[src/rtl/uart_rx_word_packer.sv]
// Packs bytes from a UART receiver into 32-bit words, first byte in the MSBs.
// A partial word is dropped on a framing error or after TIMEOUT idle cycles.
// A completed word that finds the previous one still unread is dropped and
// flagged as an overrun. All error flags are sticky until err_clr.
module uart_rx_word_packer #(
    parameter int unsigned TIMEOUT = 100000
) (
    input  logic        clk,
    input  logic        rst,
    input  logic [7:0]  rx_byte,
    input  logic        rx_done,
    input  logic        rx_ferr,
    input  logic        rd_ack,
    input  logic        err_clr,
    output logic [31:0] rx_word,
    output logic        rx_valid,
    output logic [1:0]  byte_cnt,
    output logic        overrun,
    output logic        frame_err,
    output logic        to_err
);

    // Wide enough to hold TIMEOUT itself, so the counter can never wrap.
    localparam int unsigned CntW = (TIMEOUT < 2) ? 1 : $clog2(TIMEOUT + 1);
    // The edge that would take the counter to TIMEOUT is the timeout edge.
    localparam logic [CntW-1:0] TimeoutLast = CntW'((TIMEOUT == 0) ? 0 : TIMEOUT - 1);

    typedef enum logic {
        StIdle,
        StCollect
    } state_e;

    state_e          state_q;
    logic [23:0]     shift_q;
    logic [CntW-1:0] idle_cnt_q;

    logic good_byte;
    logic bad_byte;
    logic word_done;
    logic word_load;
    logic word_drop;
    logic timeout_hit;

    // Decode this cycle's events; rx_done always beats the timeout.
    always_comb begin
        good_byte   = rx_done & ~rx_ferr;
        bad_byte    = rx_done & rx_ferr;
        word_done   = good_byte & (byte_cnt == 2'd3);
        word_load   = word_done & (~rx_valid | rd_ack);
        word_drop   = word_done & rx_valid & ~rd_ack;
        timeout_hit = (state_q == StCollect) & ~rx_done & (idle_cnt_q == TimeoutLast);
    end

    // Byte collection FSM with its shift register, byte count and idle counter.
    always_ff @(posedge clk or negedge rst) begin
        if (!rst) begin
            state_q    <= StIdle;
            shift_q    <= 24'h0;
            byte_cnt   <= 2'd0;
            idle_cnt_q <= '0;
        end else begin
            if (rx_done) begin
                idle_cnt_q <= '0;
            end else if (state_q == StCollect && !timeout_hit) begin
                idle_cnt_q <= idle_cnt_q + 1'b1;
            end else begin
                idle_cnt_q <= '0;
            end

            unique case (state_q)
                StIdle: begin
                    if (good_byte) begin
                        shift_q  <= {shift_q[15:0], rx_byte};
                        byte_cnt <= 2'd1;
                        state_q  <= StCollect;
                    end
                end
                StCollect: begin
                    if (bad_byte || timeout_hit || word_done) begin
                        // Word finished or abandoned: start the next one clean.
                        shift_q  <= 24'h0;
                        byte_cnt <= 2'd0;
                        state_q  <= StIdle;
                    end else if (good_byte) begin
                        shift_q  <= {shift_q[15:0], rx_byte};
                        byte_cnt <= byte_cnt + 2'd1;
                    end
                end
                default: begin
                    state_q  <= StIdle;
                    shift_q  <= 24'h0;
                    byte_cnt <= 2'd0;
                end
            endcase
        end
    end

    // Output word holding register and its unread flag.
    always_ff @(posedge clk or negedge rst) begin
        if (!rst) begin
            rx_word  <= 32'h0;
            rx_valid <= 1'b0;
        end else if (word_load) begin
            rx_word  <= {shift_q, rx_byte};
            rx_valid <= 1'b1;
        end else if (rd_ack) begin
            rx_valid <= 1'b0;
        end
    end

    // Sticky error flags; a set event in the same cycle as err_clr wins.
    always_ff @(posedge clk or negedge rst) begin
        if (!rst) begin
            overrun   <= 1'b0;
            frame_err <= 1'b0;
            to_err    <= 1'b0;
        end else begin
            overrun   <= word_drop   | (overrun   & ~err_clr);
            frame_err <= bad_byte    | (frame_err & ~err_clr);
            to_err    <= timeout_hit | (to_err    & ~err_clr);
        end
    end

endmodule
[config.mk]
export PLATFORM = sky130hd
export DESIGN_NAME = uart_rx_word_packer
export DESIGN_NICKNAME = d
export VERILOG_FILES = /design/src/rtl/uart_rx_word_packer.sv
export SDC_FILE = /design/constraint.sdc
export NUM_CORES = 1
export LEC_CHECK = 0
export CAP_MARGIN = 20
export CELL_PAD_IN_SITES_DETAIL_PLACEMENT = 1
export CELL_PAD_IN_SITES_GLOBAL_PLACEMENT = 1
export CORE_ASPECT_RATIO = 1.25
export CORE_MARGIN = 1.5
export CORE_UTILIZATION = 46
export CTS_CLUSTER_DIAMETER = 50
export CTS_CLUSTER_SIZE = 16
export DETAILED_ROUTE_END_ITERATION = 8
export PLACE_DENSITY = 0.81
export SYNTH_ARGS = -nofsm -noshare
export SYNTH_HDL_FRONTEND = slang
export SYNTH_SLANG_ARGS = --single-unit
export TNS_END_PERCENT = 50
[constraint.sdc]
create_clock -name clk -period 4.2 [get_ports clk]
set_input_delay 0.84 -clock clk [delete_from_list [all_inputs] [get_ports clk]]
set_output_delay 0.84 -clock clk [all_outputs]
set_load 0.01 [all_outputs]
==> results.toml <==
[power]
powerDensity_mw_per_mm2 = 562.3
power_frac_seq_pct = 46.6
irDropWorstVdd_uv = 414.8
p_comb_share_pct = 27.0
power_leakage_nw = 1.860
power.total_mw = 2.386
p_sw_uw = 690.4
p_int_mw = 1.696
clkPwrFrac_pct = 26.4
switching_share_pct = 28.93

[drt]
vias = 2324
drt_wl_total_um = 7676
drc_errors = 0
wl_per_cell_um = 18.10
first_pass_iters = 4
via_per_inst = 5.481
ant_nets = 0
drt_iter0_drc = 61

[setup_path]
cp-startpoint = "rx_done"
arrival_ns = 2.55
r2r_start = "byte_cnt[0]$_DFFE_PN0P_"
path_delay_family = "simple AND/OR/NAND/NOR gates"
end_kind = "flop"
worst-path-buf-inv = 1
required_ns = 4.37
cpPeakStageDelay_ns = 0.82
cp_cell_sequence = "clkdlybuf4s50_1 > o21ai_0 > nor2_2 > nor3_1"
crit_slowest_cell = "nor2_2"
crit_type = "in -> reg"
start_kind = "input port"
path_max_fanout = 25

[synthesis]
yosys_warnings = 0
synth_cell_types = 37
synth_edf_count = 0
netlist_instances = 277
synth_area_leaders = "dfrtp_1 (58%), mux2_2 (10%), mux2i_1 (7.0%), nor3_1 (3.9%), xnor2_1 (2.3%)"
yosys.area.top_type = "dfrtp_1"
ys_seq_elements = 80
synth_top_cell_area_share_pct = 58.29
synth-main-ff-cell = "dfrtp_1"
syn-cell-area_mm2 = 0.003435
synth_nets = 293
async_flop_share_pct = 100.0
avgSynthCellArea_um2 = 12.40
seq_area_frac_synth_pct = 58.29

[clocking]
root_buffer = "clkbuf_8"
post_cts_buffers = 0
clkTransAtPathRegs_ns = 0.09
clk_latency_ns = 0.35
cts_hold_buffers = 0
cts_buffers = 9
htreeDepth = 3
cts_resized = 0
cts_tree = "done"
cts_max_path_buffers = 2
cts.sinks = 80

[global_route]
grt_pass1_wl_um = 12740
antenna_found_initial = 0
grt_pass1_vias = 2467
grt_usage_pct = 21.10
overflow = 0
grt_max_degree = 81

[placement]
gp_congestion = 0.8262
hpwlAfterDp_um = 4719
numPortBuffers = 51

[die]
io-pin-count = 52
placementRows = 35
die_w_um = 80.29
core_area_mm2 = 0.007313
start_util_pct = 46.96
die-area_mm2 = 0.007997
fp.dieH_um = 99.61

[run_status]
status = "completed"

[timing]
tightest_slew_ns = 1.059
setup_tns_ns = 0
rsz0062_at_grt = "no"
fin_crit_ns = 2.383
fmax_mhz = 419.7
setup_viol = 0
hold_violations = 0
fin_crit_sh_pct = 56.73
slew_headroom_pct = 29.34
clock_skew_ns = 0.01050
hold_slack_ns = 0.3386
slew_viol_final = 0

[run]
max-cap-violations = 0

[layout]
drive_gt1_share_pct = 17.17
final_core_util_pct = 58.03
nets = 343
antenna_cells = 0
final_common_cell = "dfrtp_1"
synthToLayoutAreaGrowth_pct = 23.57
final_cell_mix = "dfrtp_1 (80), clkdlybuf4s50_1 (50), mux2_2 (31)"

[worst_hold_path]
min_path_type = "in -> async"
==> synth_stat cells (5+ instances only) <==
cell type and instances:
inv_1 7, mux2_2 31, nor3_1 27, dfrtp_1 80, mux2i_1 24, xnor2_1 9
nor4_1 5, buf_2 7, nand3_1 5, nand4_1 6, nand2_1 9, nor2_1 20
==> flip-flops by register name, summed over array words and instances (netlist names) <==
register and count:
byte_cnt 2, frame_err 1, idle_cnt_q 17, overrun 1, rx_valid 1, rx_word 32
shift_q 24, state_q 1, to_err 1
==> cell type report <==
| cell class | instances | area (um2) |
|---|---|---|
| clock buffers | 10 | 127.6 |
| clock inverters | 6 | 93.84 |
| fillers | 743 | 3069 |
| inverters | 7 | 26.28 |
| multi-input cells | 174 | 1321 |
| flip-flops and latches | 80 | 2002 |
| well taps | 92 | 115.1 |
| repair buffers | 55 | 558.0 |
==> cells by family after synthesis <==
kind of cell,after synthesis,share of synthesized area [%]
DFF,80,58.29
buffers and inverters,23,3.534
and+or+nand+nor,90,14.35
AOI/OAI and AO/OA,13,2.295
adders and majority gates,2,0.7285
xor gates and xnor gates,13,3.315
muxes,56,17.49
==> routing by layer <==
| layer | wire length (um) | GRT usage [%] | vias to the layer above |
|---|---|---|---|
| li1 | - | - | 1077 |
| met1 | 3265 | 26.24 | 1199 |
| met5 | 0 | 0 | - |
| met4 | 53 | 6.764 | 0 |
| met2 | 4062 | 35.55 | 44 |
| met3 | 295 | 5.596 | 4 |
==> metrics by stage <==
step           instances  setup slack [ns]  area, um2
2_1_floorplan        277             2.169       3435
3_3_place_gp         407             1.571       3995
3_5_place_dp         407             1.523       3995
4_1_cts              423             1.836       4217
5_1_grt              424             1.667       4244
6_report             424             1.817       4244
==> path summary, 6_finish.rpt <==
path	slack, ns	endpoint	cells past startpoint
setup reg to reg	2.24	shift_q[15]$_DFF_PN0_	4
hold reg to reg	0.49	rx_word[25]$_DFFE_PN0P_	1
hold / removal	0.34	idle_cnt_q[15]$_DFF_PN0_	1
setup / recovery	1.82	shift_q[15]$_DFF_PN0_	4
max in group asynchronous	3.30	shift_q[23]$_DFF_PN0_	2
min in group clk	0.49	rx_word[25]$_DFFE_PN0P_	1
==> power groups by stage <==
stage | Clock [mW] | Combinational (mW) | Sequential (mW)
6_report | 0.629 | 0.645 | 1.11
5_1_grt | 0.680 | 0.694 | 1.14
4_1_cts | 0.649 | 0.654 | 1.12
3_5_place_dp | 0 | 0.639 | 1.12
3_3_place_gp | 0 | 0.617 | 1.10
2_1_floorplan | 0 | 0.230 | 1.15
No activity file was read; power rests on OpenSTA's default activity.
